## src/rtl/uart_tx_if.sv

```systemverilog
// Byte handshake between a requester and the UART transmitter.
// The master offers data with valid; the transmitter raises ready while it can take a byte.
interface uart_tx_if;
    logic [7:0] data;
    logic       valid;
    logic       ready;

    modport master (output data, output valid, input ready);
    modport slave  (input data, input valid, output ready);
endinterface

```

## src/rtl/uart_tx.sv

```systemverilog
// UART transmitter: start, 8 data bits LSB first, stop, with a one-byte holding register.
// Define UART_TX_PARITY_EN to insert an even-parity bit between data bit 7 and the stop bit.
module uart_tx #(
    parameter int unsigned CLK_FREQ  = 50000000,
    parameter int unsigned BAUD_RATE = 9600,
    parameter int unsigned BAUD_TICK = CLK_FREQ / BAUD_RATE
) (
    input  logic     clk,
    input  logic     rst,
    uart_tx_if.slave bus,
    output logic     tx_o,
    output logic     busy_o,
    output logic     done_o
);

`ifdef UART_TX_PARITY_EN
    typedef enum logic [2:0] {StIdle, StStart, StData, StParity, StStop} state_e;
`else
    typedef enum logic [2:0] {StIdle, StStart, StData, StStop} state_e;
`endif

    localparam logic [15:0] TickLast = 16'(BAUD_TICK - 1);

    state_e      state_q, state_d;
    logic [15:0] cnt_q, cnt_d;
    logic [2:0]  bit_idx_q, bit_idx_d;
    logic [7:0]  shift_q, shift_d;
    logic [7:0]  hold_q, hold_d;
    logic        hold_full_q, hold_full_d;
    logic        tx_q, tx_d;
    logic        busy_q, busy_d;
    logic        done_q, done_d;
`ifdef UART_TX_PARITY_EN
    logic        parity_q, parity_d;
`endif

    logic       accept;
    logic       tick;
    logic       load;
    logic [7:0] load_byte;

    assign bus.ready = ~hold_full_q;
    assign accept    = bus.valid & ~hold_full_q;
    assign tick      = (cnt_q == TickLast);

    assign tx_o   = tx_q;
    assign busy_o = busy_q;
    assign done_o = done_q;

    always_comb begin
        state_d     = state_q;
        cnt_d       = '0;
        bit_idx_d   = bit_idx_q;
        shift_d     = shift_q;
        hold_d      = hold_q;
        hold_full_d = hold_full_q;
        load        = 1'b0;
        load_byte   = bus.data;
`ifdef UART_TX_PARITY_EN
        parity_d    = parity_q;
`endif

        if (state_q != StIdle && !tick) begin
            cnt_d = cnt_q + 16'd1;
        end

        case (state_q)
            StIdle: begin
                if (accept) begin
                    state_d = StStart;
                    load    = 1'b1;
                end
            end
            StStart: begin
                if (tick) begin
                    state_d   = StData;
                    bit_idx_d = '0;
                end
            end
            StData: begin
                if (tick) begin
                    shift_d = {1'b0, shift_q[7:1]};
                    if (bit_idx_q == 3'd7) begin
                        bit_idx_d = '0;
`ifdef UART_TX_PARITY_EN
                        state_d   = StParity;
`else
                        state_d   = StStop;
`endif
                    end else begin
                        bit_idx_d = bit_idx_q + 3'd1;
                    end
                end
            end
`ifdef UART_TX_PARITY_EN
            StParity: begin
                if (tick) begin
                    state_d = StStop;
                end
            end
`endif
            StStop: begin
                // Chain the next frame with no idle gap: held byte first, else a fresh offer.
                if (tick) begin
                    if (hold_full_q) begin
                        state_d     = StStart;
                        load        = 1'b1;
                        load_byte   = hold_q;
                        hold_full_d = 1'b0;
                    end else if (accept) begin
                        state_d = StStart;
                        load    = 1'b1;
                    end else begin
                        state_d = StIdle;
                    end
                end
            end
            default: state_d = StIdle;
        endcase

        if (accept && !load) begin
            hold_d      = bus.data;
            hold_full_d = 1'b1;
        end

        if (load) begin
            shift_d = load_byte;
`ifdef UART_TX_PARITY_EN
            parity_d = ^load_byte;
`endif
        end
    end

    // Line outputs follow the state register by one cycle, so tx lags acceptance by one edge.
    always_comb begin
        tx_d = 1'b1;
        case (state_q)
            StStart:  tx_d = 1'b0;
            StData:   tx_d = shift_q[0];
`ifdef UART_TX_PARITY_EN
            StParity: tx_d = parity_q;
`endif
            default:  tx_d = 1'b1;
        endcase
        busy_d = (state_q != StIdle) || hold_full_q;
        done_d = (state_q == StStop) && tick;
    end

    always_ff @(posedge clk or posedge rst) begin
        if (rst) begin
            state_q     <= StIdle;
            cnt_q       <= '0;
            bit_idx_q   <= '0;
            shift_q     <= '0;
            hold_q      <= '0;
            hold_full_q <= 1'b0;
            tx_q        <= 1'b1;
            busy_q      <= 1'b0;
            done_q      <= 1'b0;
`ifdef UART_TX_PARITY_EN
            parity_q    <= 1'b0;
`endif
        end else begin
            state_q     <= state_d;
            cnt_q       <= cnt_d;
            bit_idx_q   <= bit_idx_d;
            shift_q     <= shift_d;
            hold_q      <= hold_d;
            hold_full_q <= hold_full_d;
            tx_q        <= tx_d;
            busy_q      <= busy_d;
            done_q      <= done_d;
`ifdef UART_TX_PARITY_EN
            parity_q    <= parity_d;
`endif
        end
    end

endmodule

```

## src/flat_wrapper.sv

```systemverilog
// flat-port wrapper written by rule: the top's interface ports become plain ports
module uart_tx_flat 
#(
    parameter int unsigned CLK_FREQ  = 50000000,
    parameter int unsigned BAUD_RATE = 9600,
    parameter int unsigned BAUD_TICK = CLK_FREQ / BAUD_RATE
)
  (clk, rst, tx_o, busy_o, done_o, bus_data, bus_valid, bus_ready);
  uart_tx_if bus_i ();
  input  logic clk;
  input  logic rst;
  output logic tx_o;
  output logic busy_o;
  output logic done_o;
  input wire logic [$bits(bus_i.data)-1:0] bus_data;
  input wire logic [$bits(bus_i.valid)-1:0] bus_valid;
  output wire logic [$bits(bus_i.ready)-1:0] bus_ready;
  assign bus_i.data = bus_data;
  assign bus_i.valid = bus_valid;
  assign bus_ready = bus_i.ready;
  uart_tx #(.CLK_FREQ(CLK_FREQ), .BAUD_RATE(BAUD_RATE), .BAUD_TICK(BAUD_TICK)) u_core (.clk(clk), .rst(rst), .bus(bus_i), .tx_o(tx_o), .busy_o(busy_o), .done_o(done_o));
endmodule
```

## config.mk

```make
export PLATFORM = sky130hd
export DESIGN_NAME = uart_tx_flat
export DESIGN_NICKNAME = d
export VERILOG_FILES = /design/src/rtl/uart_tx_if.sv /design/src/rtl/uart_tx.sv /design/src/flat_wrapper.sv
export SDC_FILE = /design/constraint.sdc
export NUM_CORES = 1
export LEC_CHECK = 0
export ABC_CLOCK_PERIOD_IN_PS = 2950
export CAP_MARGIN = 20
export CORE_ASPECT_RATIO = 1.4
export CORE_MARGIN = 2
export CORE_UTILIZATION = 37
export DETAILED_ROUTE_END_ITERATION = 8
export PLACE_DENSITY_LB_ADDON = 0.12
export SKIP_LAST_GASP = 1
export SLEW_MARGIN = 30
export SYNTH_ARGS = -nofsm -noshare
export SYNTH_HDL_FRONTEND = slang
export SYNTH_SLANG_ARGS = --single-unit
```

## constraint.sdc

```tcl
create_clock -name clk -period 2.95 [get_ports clk]
set_clock_uncertainty 0.15 [all_clocks]
set_input_delay 0.295 -clock clk [delete_from_list [all_inputs] [get_ports clk]]
set_output_delay 0.295 -clock clk [all_outputs]
set_load 0.005 [all_outputs]
```

-- After elaboration in Yosys (flattened, before gate mapping)
Index checks and enable logic that the tools add are counted.
Widths: inputs -> output; s select.
- flip-flop bits (word level): 42
- add/sub/neg operators: 2
- equal/unequal tests: 10
- multiplexer cells: 27
- bitwise logic cells: 2
- reduce and logical (&&, ||, !) cells: 17
- operators with widths (cell ; count):
    $mux 8 ; 6
    $mux 3 ; 9
    $add 16x1->16 const B ; 1
    $eq 16x13->1 const B ; 1
    $mux 16 ; 1
    $pmux 3 s4 ; 1
    $ne 2x1->1 const B ; 5
    $reduce_bool 2->1 ; 5
    $mux 1 ; 7
    $eq 3x2->1 const B ; 2
    $pmux 3 s2 ; 1
    $reduce_and 5->1 ; 1
    $pmux 1 s2 ; 2
    $reduce_and 2->1 ; 2
    $add 3x1->3 const B ; 1
    $eq 3x1->1 const B ; 1
    $eq 3x3->1 const B ; 1
    $logic_and 1x1->1 ; 3
    $logic_not 3->1 ; 1
    $reduce_and 3->1 ; 1
    $reduce_bool 3->1 ; 1
    $logic_not 1->1 ; 2
    $and 1x1->1 ; 1
    $logic_or 1x1->1 ; 1
    $not 1->1 ; 1

-- Longest topological paths before layout
- depth in word-level cells: 10
- gate-level depth with buffers: 7

-- Worst setup path after synthesis
No wires, ideal clock.
- path kind: register to register
- from: register u_core.cnt_q[3]
- to: register u_core.state_q[1]
- library setup time: 125 ps
- data arrival time: 2133 ps
- path slack: 542 ps
- cell stages (with the launch flop): 7
- clock period less this slack: 2408 ps
- cell sequence: dfrtp_1 -> or4b_4 -> nor4_2 -> buf_4 -> o21bai_1 -> a21oi_2 -> mux2_2
- cells in the longest elaborated chain, start to end: 3
- elaborated cells between the ends (all ways): 5
- ends and longest elaborated chain (element ; line ; source):
    start: declaration ; uart_tx.sv:25 ; logic [15:0] cnt_q, cnt_d;
    start signal: assignment ; uart_tx.sv:165 ; cnt_q <= cnt_d;
    $eq 16x13->1 * ; uart_tx.sv:44 ; assign tick = (cnt_q == TickLast);
    $ne 2x1->1 (no line) ; -- ;
    $reduce_and 5->1 (no line) * ; -- ;
    end signal: assignment ; uart_tx.sv:151 ; state_q <= StIdle;
    end signal: assignment ; uart_tx.sv:164 ; state_q <= state_d;
    end: declaration ; uart_tx.sv:24 ; state_e state_q, state_d;
Every way passes the cells marked *; elsewhere a longest branch is shown, timed or not.
A chain may end at the register's enable or synchronous reset.

-- Final worst setup path
- from: register u_core.cnt_q[3]
- to: register u_core.hold_q[4]
- cells in the longest elaborated chain, start to end: 5
- ends and longest elaborated chain (element ; line ; source):
    $eq 16x13->1 ; uart_tx.sv:44 ;
    $mux 1 ; uart_tx.sv:104 ; if (tick) begin
    $pmux 1 s2 ; uart_tx.sv:67 ; case (state_q)
    $logic_not 1->1 ; uart_tx.sv:121 ; if (accept && !load) begin
    $logic_and 1x1->1 ; uart_tx.sv:121 ;
    end signal: assignment ; uart_tx.sv:168 ; hold_q <= hold_d;
    end: declaration ; uart_tx.sv:28 ; logic [7:0] hold_q, hold_d;
No other way between the ends.

==> flow_metrics.env <==
export IMPL_ys_types=46
export IMPL_p_int_uw=915
export IMPL_pwr_share_seq_pct=49.2
export IMPL_synth_edf_count=0
export IMPL_final_cell_mix="dfrtp_1, nor2_1, clkdlybuf4s50_1"
export IMPL_drive_above_1_share_pct=19.3
export IMPL_slew_viol_final=0
export IMPL_r2r_end="u_core.hold_q[4]$_DFFE_PP0P_"
export IMPL_diodes=0
export IMPL_final_nets=224
export IMPL_synth_top_flop_cell="dfrtp_1"
export IMPL_hold_violations=0
export IMPL_p_per_area_nw_per_um2=459
export IMPL_drcViolationCount=0
export IMPL_postCtsSetupRepairBufs=0
export IMPL_grt_pass1_wl_mm=7.04
export IMPL_path_max_fanout=9
export IMPL_ir_drop_mv=0.247
export IMPL_cp_startpoint="u_core.cnt_q[3]$_DFF_PP0_"
export IMPL_grtUsageTotal_pct=14.8
export IMPL_yosysWarningCount=0
export IMPL_gp_congestion=0.778
export IMPL_grt_setup_unrepaired="no"
export IMPL_required_ns=2.98
export IMPL_period_minus_slack_ns=2.61
export IMPL_yosysSeqAreaShare_pct=47.9
export IMPL_critPathLaunchType="flop"
export IMPL_wirelength_mm=4.25
export IMPL_grt_ovfl_total=0
export IMPL_clk_pin_slew_ns=0.09
export IMPL_start_util_pct=38.5
export IMPL_clockBufferDepth=2
export IMPL_finalCoreUtilization_pct=44.7
export IMPL_p_clk_share_pct=48.4
export IMPL_worstSetupEndpointType="flop"
export IMPL_wl_met3_um=104
export IMPL_power_frac_comb_pct=2.4
export IMPL_switching_share_pct=19.8
export IMPL_core_area_um2=5570
export IMPL_relSlewSlack_pct=57.7
export IMPL_leakage_uw=0.00120
export IMPL_p_switching_uw=226
export IMPL_cts_sinks=41
export IMPL_hpwl_mm=2.98
export IMPL_ys_async_sr_fraction_pct=100
export IMPL_finalNonFillerCells=275
export IMPL_final_period_utilization_pct=88.6
export IMPL_fmax_mhz=383
export IMPL_portBuffers=14
export IMPL_die_area_um2=6430
export IMPL_synthCells=187
export IMPL_wl_met2_mm=2.23
export IMPL_crit_path_end="u_core.hold_q[4]$_DFFE_PP0P_"
export IMPL_dp_cells=267
export IMPL_drt_iter0_markers=92
export IMPL_drtPass1Iterations=4
export IMPL_io_pins=15
export IMPL_setup_violations=0
export IMPL_ff2ff_setup_slack_ns=0.34
export IMPL_viasPerCell=5.37
export IMPL_max_cap_violations=0
export IMPL_cts_made_buffers=5
export IMPL_root_buffer="clkbuf_8"
export IMPL_fp_dieH_um=94.1
export IMPL_die_w_um=68.3
export IMPL_ant_nets=0
export IMPL_r2r_start="u_core.cnt_q[3]$_DFF_PP0_"
export IMPL_cts_hold_repair_buffers=0
export IMPL_status="finished clean"
export IMPL_cts_resized_gates=0
export IMPL_syn_mean_instance_area_um2=11.5
export IMPL_met1_length_mm=1.89
export IMPL_cts_tree="yes"
export IMPL_final_common_cell="dfrtp_1"
export IMPL_insertion_delay_ns=0.29
export IMPL_wire_per_inst_um=15.5
export IMPL_syn_area_um2=2140
export IMPL_critPathKind="reg2reg"
export IMPL_antenna_found_initial=0
export IMPL_vias=1476
export IMPL_hold_class="in2async"
export IMPL_synth_fp_nets=205
export IMPL_fin_tns_setup_ns=0
export IMPL_htreeDepth=2
export IMPL_cp_arrival_ns=2.64
export IMPL_grt_max_degree=42
export IMPL_area_growth_synth_to_final_pct=16.0
export IMPL_grt_pass1_vias=1508
export IMPL_rows=32
export IMPL_dr_max_layer_used="met4"
export IMPL_worst_slew_pin_slew_ns=0.634
export IMPL_ff2ff_path_depth=5
export IMPL_ys_ff_latch=41
## synthesized netlist by cell type (2+ instances only)
master / number / area share [%]
xor2_1: 5 / 2.0
xnor2_1: 9 / 3.7
and2_1: 2 / 0.58
a22o_1: 6 / 2.5
mux2_1: 2 / 1.1
dfrtp_1: 40 / 47
ha_1: 7 / 4.1
nand3_1: 5 / 1.2
mux2_2: 6 / 3.2
a21oi_2: 2 / 0.82
buf_4: 2 / 0.70
buf_6: 2 / 1.1
o221a_1: 7 / 3.7
nor2_1: 22 / 3.9
nor3_1: 3 / 0.70
inv_1: 9 / 1.6
o21ai_0: 2 / 0.47
a21oi_1: 2 / 0.47
and3_2: 8 / 2.8
nand3b_1: 2 / 0.70
nand4_1: 3 / 0.88
nand2_1: 9 / 1.6
o21ai_4: 2 / 1.5
a211o_1: 7 / 2.9
nor4_1: 2 / 0.58
## cells by family after synthesis
logic type | after synthesis | share of synthesized area, %
mux | 9 | 4.67
xor+xnor | 14 | 5.72
buf+inv | 14 | 3.56
fa+ha+maj | 7 | 4.09
simple gates | 70 | 20.0
flops | 41 | 47.9
compound gates | 32 | 14.0
## power groups by stage
stage | clock network, uW | registers [uW] | logic [uW]
finish | 553 | 561 | 26.9
floorplan | 0 | 573 | 8.76
global placement | 0 | 573 | 27.5
detailed placement | 0 | 573 | 28.1
global route | 597 | 562 | 31.1
CTS | 570 | 562 | 28.3
## area by class of cell
cell class | count | area, um2
multi-input cells | 132 | 1040
fillers | 503 | 3080
flip-flops and latches | 41 | 1030
repair buffers | 17 | 163
well taps | 68 | 85.1
inverters | 9 | 33.8
clock inverters | 3 | 68.8
clock buffers | 5 | 68.8
## metal layers
layer,global-route usage (%),vias up
met3,3.36,2
met1,18.2,750
met4,5.33,0
met2,24.7,14
li1,-,710
met5,0,-
## worst max-delay path, stage by stage (launching register included)
cell     delay [ns]
dfrtp_1        0.45
or4b_4         0.57
nor4_2         0.44
a21oi_1        0.17
o21ai_4        0.35
mux2_2         0.38
## how the worst min path moves through the flow
stage	cells past startpoint	slack, ns	endpoint	from
2_1_floorplan	1	0.28	u_core.hold_q[0]$_DFFE_PP0P_	bus_data[0]
3_3_place_gp	1	0.32	u_core.cnt_q[0]$_DFF_PP0_	u_core.cnt_q[0]$_DFF_PP0_
3_5_place_dp	1	0.34	u_core.cnt_q[0]$_DFF_PP0_	u_core.cnt_q[0]$_DFF_PP0_
4_1_cts	3	0.29	u_core.shift_q[5]$_DFFE_PP0P_	rst
5_1_grt	3	0.35	u_core.shift_q[4]$_DFFE_PP0P_	rst
6_report	3	0.28	u_core.cnt_q[12]$_DFF_PP0_	rst
## per-stage QoR
step	power, uW	worst slack (ns)	cell area, um2	hold WS (ns)
global placement	600	0.385	2350	0.323
finish	1140	0.338	2490	0.275
global route	1190	0.243	2490	0.353
floorplan	581	0.542	2140	0.277
detailed placement	601	0.300	2350	0.335
CTS	1160	0.303	2490	0.292
## flip-flops by register name (all words and copies together) (netlist names)
register	cells
u_core.cnt_q	16
u_core.hold_q	8
u_core.shift_q	8
u_core.bit_idx_q	3
u_core.state_q	2
u_core.busy_o	1
u_core.done_o	1
u_core.hold_full_q	1
u_core.tx_o	1
Note: power is estimated with default switching activity, not from simulation.
